==> src/rtl/pattern_detector_param_if.sv <==
// Serial-detector bus: stream input, pattern control and match outputs.
// PATTERN_MASK_EN adds the pat_mask don't-care vector.
interface pattern_detector_param_if #(
  parameter int unsigned PAT_W = 3,
  parameter int unsigned CNT_W = 8
);
  logic             datain;
  logic             din_valid;
  logic             overlap_en;
  logic             pat_load;
  logic [PAT_W-1:0] pat_value;
`ifdef PATTERN_MASK_EN
  logic [PAT_W-1:0] pat_mask;
`endif
  logic             cnt_clr;
  logic             pattern_detected;
  logic [CNT_W-1:0] match_count;
  logic             count_sat;

  // Source of the stream and control
  modport master (
    output datain, din_valid, overlap_en, pat_load, pat_value,
`ifdef PATTERN_MASK_EN
    output pat_mask,
`endif
    output cnt_clr,
    input  pattern_detected, match_count, count_sat
  );

  // Detector side
  modport slave (
    input  datain, din_valid, overlap_en, pat_load, pat_value,
`ifdef PATTERN_MASK_EN
    input  pat_mask,
`endif
    input  cnt_clr,
    output pattern_detected, match_count, count_sat
  );
endinterface

==> src/rtl/pattern_detector_param.sv <==
// Programmable PAT_W-bit serial pattern detector with saturating match count.
// Optional feature macro: PATTERN_MASK_EN (per-bit don't-care mask, reset all-ones).
module pattern_detector_param #(
  parameter int unsigned      PAT_W    = 3,
  parameter logic [PAT_W-1:0] PAT_INIT = PAT_W'(3'b101),
  parameter int unsigned      CNT_W    = 8
) (
  input  logic                      clk,
  input  logic                      rst_n,
  pattern_detector_param_if.slave   bus
);

  localparam int unsigned FILL_W = $clog2(PAT_W + 1);

  logic [PAT_W-1:0]  pat_q,   pat_d;
  logic [PAT_W-1:0]  shreg_q, shreg_d;
  logic [FILL_W-1:0] fill_q,  fill_d;
  logic              det_q,   det_d;
  logic [CNT_W-1:0]  cnt_q,   cnt_d;
  logic              sat_q,   sat_d;
`ifdef PATTERN_MASK_EN
  logic [PAT_W-1:0]  mask_q,  mask_d;
`endif

  logic              accept_c;
  logic              full_c;
  logic              match_c;
  logic [PAT_W-1:0]  shreg_nxt_c;

  // Match decision for the bit being accepted this cycle
  always_comb begin
    accept_c    = bus.din_valid & ~bus.pat_load;
    shreg_nxt_c = {shreg_q[PAT_W-2:0], bus.datain};
    full_c      = (fill_q >= FILL_W'(PAT_W - 1));
`ifdef PATTERN_MASK_EN
    match_c     = accept_c & full_c & (((shreg_nxt_c ^ pat_q) & mask_q) == '0);
`else
    match_c     = accept_c & full_c & (shreg_nxt_c == pat_q);
`endif
  end

  // Next state of pattern, history, fill and counters
  always_comb begin
    pat_d   = pat_q;
    shreg_d = shreg_q;
    fill_d  = fill_q;
    det_d   = match_c;
    cnt_d   = cnt_q;
    sat_d   = sat_q;
`ifdef PATTERN_MASK_EN
    mask_d  = mask_q;
`endif

    if (bus.pat_load) begin
      // Reload discards the incoming bit and restarts the history
      pat_d   = bus.pat_value;
`ifdef PATTERN_MASK_EN
      mask_d  = bus.pat_mask;
`endif
      shreg_d = '0;
      fill_d  = '0;
    end else if (bus.din_valid) begin
      if (match_c && !bus.overlap_en) begin
        shreg_d = '0;
        fill_d  = '0;
      end else begin
        shreg_d = shreg_nxt_c;
        if (fill_q != FILL_W'(PAT_W)) begin
          fill_d = fill_q + FILL_W'(1);
        end
      end
    end

    // Clear first so a coincident match counts as the first one
    if (bus.cnt_clr) begin
      cnt_d = '0;
      sat_d = 1'b0;
    end
    if (match_c) begin
      if (cnt_d == '1) begin
        sat_d = 1'b1;
      end else begin
        cnt_d = cnt_d + CNT_W'(1);
      end
    end
  end

  // State registers
  always_ff @(posedge clk or negedge rst_n) begin
    if (!rst_n) begin
      pat_q   <= PAT_INIT;
      shreg_q <= '0;
      fill_q  <= '0;
      det_q   <= 1'b0;
      cnt_q   <= '0;
      sat_q   <= 1'b0;
`ifdef PATTERN_MASK_EN
      mask_q  <= '1;
`endif
    end else begin
      pat_q   <= pat_d;
      shreg_q <= shreg_d;
      fill_q  <= fill_d;
      det_q   <= det_d;
      cnt_q   <= cnt_d;
      sat_q   <= sat_d;
`ifdef PATTERN_MASK_EN
      mask_q  <= mask_d;
`endif
    end
  end

  assign bus.pattern_detected = det_q;
  assign bus.match_count      = cnt_q;
  assign bus.count_sat        = sat_q;

endmodule

==> src/flat_wrapper.sv <==
// flat-port wrapper written by rule: the top's interface ports become plain ports
module pattern_detector_param_flat 
#(
  parameter int unsigned      PAT_W    = 3,
  parameter logic [PAT_W-1:0] PAT_INIT = PAT_W'(3'b101),
  parameter int unsigned      CNT_W    = 8
)
  (clk, rst_n, bus_datain, bus_din_valid, bus_overlap_en, bus_pat_load, bus_pat_value, bus_cnt_clr, bus_pattern_detected, bus_match_count, bus_count_sat);
  pattern_detector_param_if #(.PAT_W(PAT_W), .CNT_W(CNT_W)) bus_i ();
  input  logic clk;
  input  logic rst_n;
  input wire logic [$bits(bus_i.datain)-1:0] bus_datain;
  input wire logic [$bits(bus_i.din_valid)-1:0] bus_din_valid;
  input wire logic [$bits(bus_i.overlap_en)-1:0] bus_overlap_en;
  input wire logic [$bits(bus_i.pat_load)-1:0] bus_pat_load;
  input wire logic [$bits(bus_i.pat_value)-1:0] bus_pat_value;
  input wire logic [$bits(bus_i.cnt_clr)-1:0] bus_cnt_clr;
  output wire logic [$bits(bus_i.pattern_detected)-1:0] bus_pattern_detected;
  output wire logic [$bits(bus_i.match_count)-1:0] bus_match_count;
  output wire logic [$bits(bus_i.count_sat)-1:0] bus_count_sat;
  assign bus_i.datain = bus_datain;
  assign bus_i.din_valid = bus_din_valid;
  assign bus_i.overlap_en = bus_overlap_en;
  assign bus_i.pat_load = bus_pat_load;
  assign bus_i.pat_value = bus_pat_value;
  assign bus_i.cnt_clr = bus_cnt_clr;
  assign bus_pattern_detected = bus_i.pattern_detected;
  assign bus_match_count = bus_i.match_count;
  assign bus_count_sat = bus_i.count_sat;
  pattern_detector_param #(.PAT_W(PAT_W), .PAT_INIT(PAT_INIT), .CNT_W(CNT_W)) u_core (.clk(clk), .rst_n(rst_n), .bus(bus_i));
endmodule
==> config.mk <==
export PLATFORM = sky130hd
export DESIGN_NAME = pattern_detector_param_flat
export DESIGN_NICKNAME = d
export VERILOG_FILES = /design/src/rtl/pattern_detector_param_if.sv /design/src/rtl/pattern_detector_param.sv /design/src/flat_wrapper.sv
export SDC_FILE = /design/constraint.sdc
export NUM_CORES = 1
export LEC_CHECK = 0
export ABC_AREA = 1
export BUFFER_PORTS_ARGS = -buffer_cell sky130_fd_sc_hd__buf_2
export CAP_MARGIN = 20
export CORE_MARGIN = 4
export CORE_UTILIZATION = 55
export DETAILED_ROUTE_END_ITERATION = 8
export PLACE_DENSITY = 0.81
export SYNTH_ARGS = -nofsm -noshare
export SYNTH_HDL_FRONTEND = slang
export SYNTH_SLANG_ARGS = --single-unit
==> constraint.sdc <==
create_clock -name clk -period 2.2 [get_ports clk]
set_clock_uncertainty 0.1 [all_clocks]
set_input_delay 0.33 -clock clk [delete_from_list [all_inputs] [get_ports clk]]
set_output_delay 0.33 -clock clk [all_outputs]
set_load 0.05 [all_outputs]
* After elaboration in Yosys (flattened, before gate mapping)
Cells that the tools add are included.
W data, S select, Z words.
** Operators by class
- $add $sub $neg :: 2
- Order comparisons :: 1
- Equal/unequal tests :: 3
- Mux-type cells :: 13
- Bitwise logic cells :: 4
- Reduce and logical (&&, ||, !) cells :: 5
** Operators with widths (number)
- $mux W8 :: 3
- $mux W2 :: 7
- $add A8 B1 Y8 const B :: 1
- $eq A8 B8 Y1 const B :: 1
- $and A1 B1 Y1 :: 3
- $eq A3 B3 Y1 :: 1
- $mux W1 :: 3
- $reduce_bool A3 Y1 :: 1
- $add A2 B1 Y2 const B :: 1
- $ge A2 B2 Y1 const B :: 1
- $ne A2 B2 Y1 const B :: 1
- $reduce_and A2 Y1 :: 1
- $reduce_bool A2 Y1 :: 1
- $logic_and A1 B1 Y1 :: 1
- $logic_not A1 Y1 :: 1
- $not A1 Y1 :: 1
** Word-level totals
- Flip-flop bits (word level) :: 17
- Word-level logic and storage cells :: 34

* Depth between registers and ports, before layout
Gate-level depths: netlist of run 1.
- Depth in word-level cells :: 8
- Depth in mapped cells :: 11
- Gate-level depth less buffers :: 11

* Worst setup path after synthesis of run 1
No wires, ideal clock.
- Kind :: register to register
- From :: register u_core.cnt_q[6], in the netlist u_core.bus.match_count[6]
- To :: register u_core.cnt_q[0], in the netlist u_core.bus.match_count[0]
- Setup time :: 128 ps
- Arrival :: 1386 ps
- Data required time :: 1972 ps
- Path slack :: 586 ps
- Cell stages (with the launch flop) :: 7
- Clock period less this slack :: 1614 ps
- Cell sequence :: dfrtp_1 -> inv_1 -> nor2_8 -> nand3_4 -> nor2_8 -> nor2_4 -> xor2_1
** Between the ends
- Word-level cells in the longest chain between the ends :: 4
** Ends and longest elaborated chain
- from (decl) :: RTL line pattern_detector_param.sv:19 : logic [CNT_W-1:0] cnt_q, cnt_d;
- from (signal assigned) :: RTL line pattern_detector_param.sv:105 : cnt_q <= cnt_d;
- $mux W8 :: RTL line pattern_detector_param.sv:75 : if (bus.cnt_clr) begin
- $eq A8 B8 Y1 :: RTL line pattern_detector_param.sv:80 : if (cnt_d == '1) begin
- $mux W8 :: RTL line pattern_detector_param.sv:80
- $mux W8 :: RTL line pattern_detector_param.sv:79 : if (match_c) begin
- named net u_core.cnt_d[0] :: RTL line pattern_detector_param.sv:19
The timed path passes the listed nets, and every way through them passes these cells.
A chain may end at the register's enable or synchronous reset.

* Final worst setup path of run 1
- From :: register u_core.fill_q[0]
- To :: register u_core.cnt_q[4], in the netlist u_core.bus.match_count[4]
** Between the ends
- Word-level cells in the longest chain between the ends :: 4
** Ends and longest elaborated chain
- from (decl) :: RTL line pattern_detector_param.sv:17 : logic [FILL_W-1:0] fill_q, fill_d;
- from (signal assigned) :: RTL line pattern_detector_param.sv:103 : fill_q <= fill_d;
- $ge A2 B2 Y1 :: RTL line pattern_detector_param.sv:34 : full_c = (fill_q >= FILL_W'(PAT_W - 1));
- $and A1 B1 Y1 (2 in a row) :: RTL line pattern_detector_param.sv:38 : match_c = accept_c & full_c & (shreg_nxt_c == pat_q);
- named net u_core.det_d :: RTL line pattern_detector_param.sv:18 : logic det_q, det_d;
- $mux W8 :: RTL line pattern_detector_param.sv:79
- named net u_core.cnt_d[4] :: RTL line pattern_detector_param.sv:19
The timed path passes the listed nets, and every way through them passes these cells.

==> results.yml, run 1 <==
timing:
  period_needed_ns: 1.57
  setup_viol: 0
  maxSlewViolCount: 0
  relSlewSlack_pct: 73.9
  finalSetupTns_ns: 0
  rsz0062_at_grt: "no"
  hold_viol: 0
  fmax_mhz: 639
  fin_crit_sh_pct: 71.2
  worstMarginPinSlew_ns: 0.391
  holdWs_ns: 0.144
logic_synthesis:
  synth.avg_cell_area_um2: 8.22
  synthDistinctLibCells: 25
  synthArstFlopShare_pct: 100
  syn_area_um2: 1150
  yosys_warnings: 0
  synth_area_leader_cell: "dfrtp_1"
  ys_seq_area_share_pct: 37.2
  synth_edf_count: 0
  yosysTopAreaCellShare_pct: 32.6
  synth_common_cells: "nand2_1, inv_1, dfrtp_1"
  yosys_most_used_dff: "dfrtp_1"
  synth_nets: 152
  syn_inst: 140
  synth_area_leaders: "dfrtp_1, nand2_1, nor2_8"
  synth_most_common_cell: "nand2_1"
  ys_ff_latch: 17
die:
  die_area_um2: 2890
  ioPinCount: 20
  core_um2: 1980
  die_x_um: 53.8
  core.rowCount: 16
  initial_utilization_pct: 58.1
  fp.dieH_um: 53.8
run:
  cap_viol_max_count: 0
placed_design:
  dpl.hpwl_um: 1680
  dpl_cell_area_um2: 1270
  io_buffer_count: 19
  place_congestion: 0.893
route:
  highest_layer: "met4"
  vias: 885
  finalWirelength_um: 2080
  avgViaCountPerCell: 4.66
  dr_wl_met3_um: 73
  ant_nets: 0
  drtIter0Drc: 18
  drc: 0
  drt-pass1-iter-count: 4
  wl_met1_um: 988
  wl_met2_um: 994
  wl_per_cell_um: 10.9
global_route:
  grt_max_degree: 18
  overflow: 0
  antenna_found_initial: 0
  grt_pass1_wl_um: 3780
  grt_usage_pct: 18.1
  grt_pass1_vias: 892
finish:
  post-route-util_pct: 65.8
  drive_gt1_share_pct: 30.7
  syn_to_final_growth_pct: 13.4
  final_cell_area_um2: 1310
  num_antenna_cells: 0
  fill_cells: 168
  nets: 176
setup_path:
  startpoint: "u_core.fill_q[0]"
  critPathRequiredTime_ns: 2.32
  rr_startpoint: "u_core.fill_q[0]"
  ff2ff_path_depth: 11
  crit_fanout: 9
  path_class: "reg2reg"
  crit_path_start_kind: "flop"
  endpoint_kind: "flop"
  arrival_ns: 1.68
worst_hold_path:
  min_from: "bus_pat_value[1]"
  whs_path_depth: 3
  hold_path_class: "in2reg"
power_and_ir_drop:
  p_total_mw: 0.621
  power_leakage_nw: 0.782
  vdd_drop_max_mv: 0.395
  power_density_nw_per_um2: 476
outcome:
  status: "completed"
clock_tree:
  cts.sinks: 17
  max-clock-path-buffers: 2
  cts.reportedPaths.clkPinSlew_ns: 0.10
  numCtsBuffers: 3
  ctsHtreeMaxLevel: 1
  tritoncts: "built"
  cts-root-buf: "clkbuf_4"
  clock_latency_ns: 0.29
  ctsResizeCount: 0
-- sequential cells by signal, indices dropped and copies added (netlist names) --
signal and flops:
u_core.shreg_q 2, u_core.bus.match_count 8, u_core.pat_q 3, u_core.bus.pattern_detected 1, u_core.fill_q 2, u_core.bus.count_sat 1
-- through the flow --
| stage | setup WS (ns) | cells |
|---|---|---|
| global route | 0.513 | 190 |
| floorplan | 0.586 | 140 |
| CTS | 0.614 | 190 |
| finish | 0.634 | 190 |
| detailed placement | 0.645 | 185 |
| global placement | 0.708 | 185 |
-- cells by family after synthesis --
group / Yosys count / share of synthesized area (%)
simple gates: 79 / 42.2
buf+inv: 27 / 10.1
flops: 17 / 37.2
compound gates: 12 / 6.09
xor+xnor: 3 / 2.28
fa+ha+maj: 2 / 2.17
-- worst max-delay path: stages, from the launching register on --
cell and delay [ns]:
dfrtp_1 0.41, inv_1 0.06, ha_1 0.19, inv_1 0.05, nand2_1 0.07, nand2_4 0.10, nor2_8 0.04, nand2_4 0.14
clkinv_4 0.10, nand2_2 0.08, nor2_1 0.05, a21oi_1 0.12
-- power by group --
part,total [mW],internal [mW],leakage (nW),switching [mW]
Sequential,0.342,0.330,0.226,0.0125
Clock,0.169,0.0705,0.0150,0.0983
Combinational,0.110,0.0369,0.541,0.0731
Total,0.621,0.437,0.782,0.184
-- path summary, 6_finish.rpt --
| check | end | slack [ns] |
|---|---|---|
| max | u_core.bus.match_count[4] | 0.63 |
| min | u_core.pat_q[1] | 0.14 |
| max reg2reg | u_core.bus.match_count[4] | 0.63 |
| min reg2reg | u_core.bus.count_sat | 0.39 |
| max in group asynchronous | u_core.pat_q[2] | 1.30 |
| min in group asynchronous | u_core.bus.count_sat | 0.39 |
-- placed cells by master (no fill, tap or decap) --
master,n
nand2_1,37
inv_1,21
buf_2,19
dfrtp_1,15
nor2_1,10
nand3_1,9
o21ai_0,8
nand2_4,5
nor2_8,4
nor2_4,3
inv_2,3
nand2_2,3
nand4_1,3
xor2_1,3
clkbuf_4,3
nand3_4,2
a21oi_2,2
ha_1,2
dfstp_2,2
clkinv_4,1
inv_4,1
nor2_2,1
o21bai_1,1
a21oi_1,1
nor3_1,1
nand3_2,1
clkbuf_1,1
dlygate4sd3_1,1
-- layer usage --
layer	vias up	track usage [%]
met5	-	0
met4	0	5.53
met3	4	3.32
met2	15	29.6
met1	389	24.2
li1	477	-
-- cell type report --
cell class	count	area, um2	area share (%)
clock buffers	4	26.3	2.01
inverters	26	105	8.05
multi-input cells	96	607	46.5
flip-flops and latches	17	428	32.8
well taps	27	33.8	2.59
repair buffers	20	105	8.05
-- what timing repair did --
item,in CTS,in global routing
hold buffers,1,0
buffers inserted,0,0
hold endpoints to repair,15,0
Power figures use the tool's default switching activity.
==> run 2, diff against run 1 <==
--- a/config.mk
+++ b/config.mk
@@ -5,13 +5,13 @@
 export SDC_FILE = /design/constraint.sdc
 export NUM_CORES = 1
 export LEC_CHECK = 0
-export ABC_AREA = 1
+export ABC_AREA = 0
 export BUFFER_PORTS_ARGS = -buffer_cell sky130_fd_sc_hd__buf_2
 export CAP_MARGIN = 20
 export CORE_MARGIN = 4
-export CORE_UTILIZATION = 55
+export CORE_UTILIZATION = 47
 export DETAILED_ROUTE_END_ITERATION = 8
-export PLACE_DENSITY = 0.81
+export PLACE_DENSITY = 0.75
 export SYNTH_ARGS = -nofsm -noshare
 export SYNTH_HDL_FRONTEND = slang
 export SYNTH_SLANG_ARGS = --single-unit
==> constraint.sdc (replaced) <==
create_clock -name clk -period 1.3 [get_ports clk]
set_clock_uncertainty 0.1 [all_clocks]
set_input_delay 0.195 -clock clk [delete_from_list [all_inputs] [get_ports clk]]
set_output_delay 0.195 -clock clk [all_outputs]
set_load 0.05 [all_outputs]
==> run 2 against run 1 <==
The run now ends with setup timing left. Combinational power grew to 2.8 times the previous value. Sequential power up 68%. Final area increased by 28%. Critical path depth decreased by 5. Maximum frequency decreased by 20%. Wire length grew 86%. Critical path type unchanged.
==> results.yml, run 2 <==
outcome:
  status: "finished, violations left"
  violations: "setup timing"
logic_synthesis:
  synth_most_common_cell: "dfrtp_1"
  yosysTopAreaCellShare_pct: 40.2
  synth_nets: 102
  synthDistinctLibCells: 32
  ys_seq_area_share_pct: 45.8
  synth_common_cells: "dfrtp_1, inv_1, nand2b_1"
  synthArstFlopShare_pct: 100
  synth_area_leader_cell: "dfrtp_1"
  syn_area_um2: 935
  ys_ff_latch: 17
  yosys_most_used_dff: "dfrtp_1"
  synth.avg_cell_area_um2: 10.4
  syn_inst: 90
  yosys_warnings: 0
  synth_area_leaders: "dfrtp_1, mux2_2, dfstp_2"
  synth_edf_count: 0
timing:
  maxSlewViolCount: 0
  worstMarginPinSlew_ns: 0.428
  relSlewSlack_pct: 71.4
  setup_viol: 19
  hold_viol: 0
  fin_crit_sh_pct: 150
  rsz0062_at_grt: "yes"
  fmax_mhz: 512
  period_needed_ns: 1.95
  setup_ws_ns: -0.652
die:
  die_x_um: 52.6
  ioPinCount: 20
  fp.dieH_um: 52.6
  die_area_um2: 2770
  initial_utilization_pct: 51.9
  core.rowCount: 15
  core_um2: 1800
global_route:
  grt_pass1_wl_um: 4540
  grt_pass1_vias: 973
  overflow: 0
  grt_usage_pct: 22.7
  grt_max_degree: 18
  antenna_found_initial: 0
clock_tree:
  tritoncts: "built"
  ctsHtreeMaxLevel: 1
  cts.sinks: 17
  max-clock-path-buffers: 2
  cts.reportedPaths.clkPinSlew_ns: 0.10
  cts-root-buf: "clkbuf_4"
  clock_latency_ns: 0.29
  numCtsBuffers: 3
finish:
  num_antenna_cells: 0
  final_common_cell: "buf_4"
  nets: 156
  layout_common_cells: "buf_4, buf_6, buf_2"
  syn_to_final_growth_pct: 78.7
  final_cell_area_um2: 1670
  largest_reg_flops: 8
  drive_gt1_share_pct: 67.8
  fill_cells: 62
power_and_ir_drop:
  vdd_drop_max_mv: 0.834
  power_density_nw_per_um2: 706
  p_total_mw: 1.18
  power_leakage_nw: 0.683
worst_hold_path:
  hold_path_class: "in2reg"
route:
  ant_nets: 0
  vias: 1051
  wl_per_cell_um: 23.0
  avgViaCountPerCell: 6.26
  drc: 0
  finalWirelength_um: 3870
  drt-pass1-iter-count: 4
  drtIter0Drc: 28
placed_design:
  dpl_cell_area_um2: 1340
  place_congestion: 0.765
  io_buffer_count: 19
  dpl.hpwl_um: 1630
setup_path:
  slowest_stage: "dfstp_2"
  timing.critical_path.slowest_cell_delay_ns: 0.60
  path_class: "reg2reg"
  cp_cell_sequence: "xnor2_4, buf_4, o2111ai_4, buf_4, o311ai_1, a21oi_1"
  crit_path_start_kind: "flop"
  arrival_ns: 2.01
  path_common_cell: "buf_4"
  critPathRequiredTime_ns: 1.36
  crit_fanout: 4
  endpoint_kind: "flop"
run:
  cap_viol_max_count: 0
run 2: layout make-up:
class	instances	area (um2)	area share, %
clock buffers	4	26.3	1.57
well taps	25	31.3	1.87
multi-input cells	64	682	40.8
inverters	6	22.5	1.35
repair buffers	52	470	28.2
flip-flops and latches	17	438	26.2
run 2: power breakdown:
group	internal, mW	total [mW]	switching (mW)
logic	0.139	0.312	0.173
clock network	0.119	0.294	0.175
registers	0.553	0.573	0.0206
total	0.811	1.18	0.369
run 2: routing by layer:
layer	track usage, %	share of wire (%)	up-vias
li1	-	-	436
met4	11.5	6.3	0
met5	0	0	-
met1	25.2	37	522
met2	39.9	50	69
met3	5.41	6.4	24
run 2: worst paths after layout:
kind,endpoint,slack (ns),depth (start not counted),from
min in group asynchronous,u_core.bus.count_sat,0.24,2,rst_n
max in group asynchronous,u_core.pat_q[2],0.54,2,rst_n
worst max-delay path,u_core.shreg_q[0],-0.65,6,u_core.pat_q[0]
worst max register to register,u_core.shreg_q[0],-0.65,6,u_core.pat_q[0]
worst min register to register,u_core.pat_q[1],0.46,1,u_core.pat_q[1]
worst min-delay path,u_core.pat_q[1],0.03,2,bus_pat_value[1]
run 2: logic make-up (layout without fill, tap and decap cells):
group	Yosys count	in the layout	synth area share (%)
mux	7	7	8.17
simple gates	37	37	24.1
compound gates	13	14	11.1
xor+xnor	4	4	3.75
flops	17	17	45.8
fa+ha+maj	2	2	2.68
buf+inv	10	62	4.42
run 2: worst max-delay path: cells and delay by family, from the launching register on:
family	cells	cell delay (ns)
compound gates	3	0.64
xor+xnor	1	0.14
flops	1	0.60
buf+inv	2	0.33
run 2: through the flow:
step	setup TNS, ns	instances	hold slack, ns	setup WS (ns)	utilization (%)
floorplan	-3.61	90	-0.201	-0.344	-
global placement	-4.59	156	0.0301	-0.437	74.5
detailed placement	-4.95	156	0.0289	-0.473	74.5
CTS	-5.54	162	0.0371	-0.480	83.2
global route	-7.63	168	0.0287	-0.688	92.7
finish	-6.82	168	0.0311	-0.652	92.7
run 2: what timing repair did:
action | in CTS | in global routing
buffers inserted | 1 | 7
setup endpoints to repair | 22 | 22
pin swaps | 2 | 10
gates resized for setup | 27 | 28
hold buffers | 1 | 0
gates cloned | 1 | 0
endpoints found under the hold margin | 15 | 0
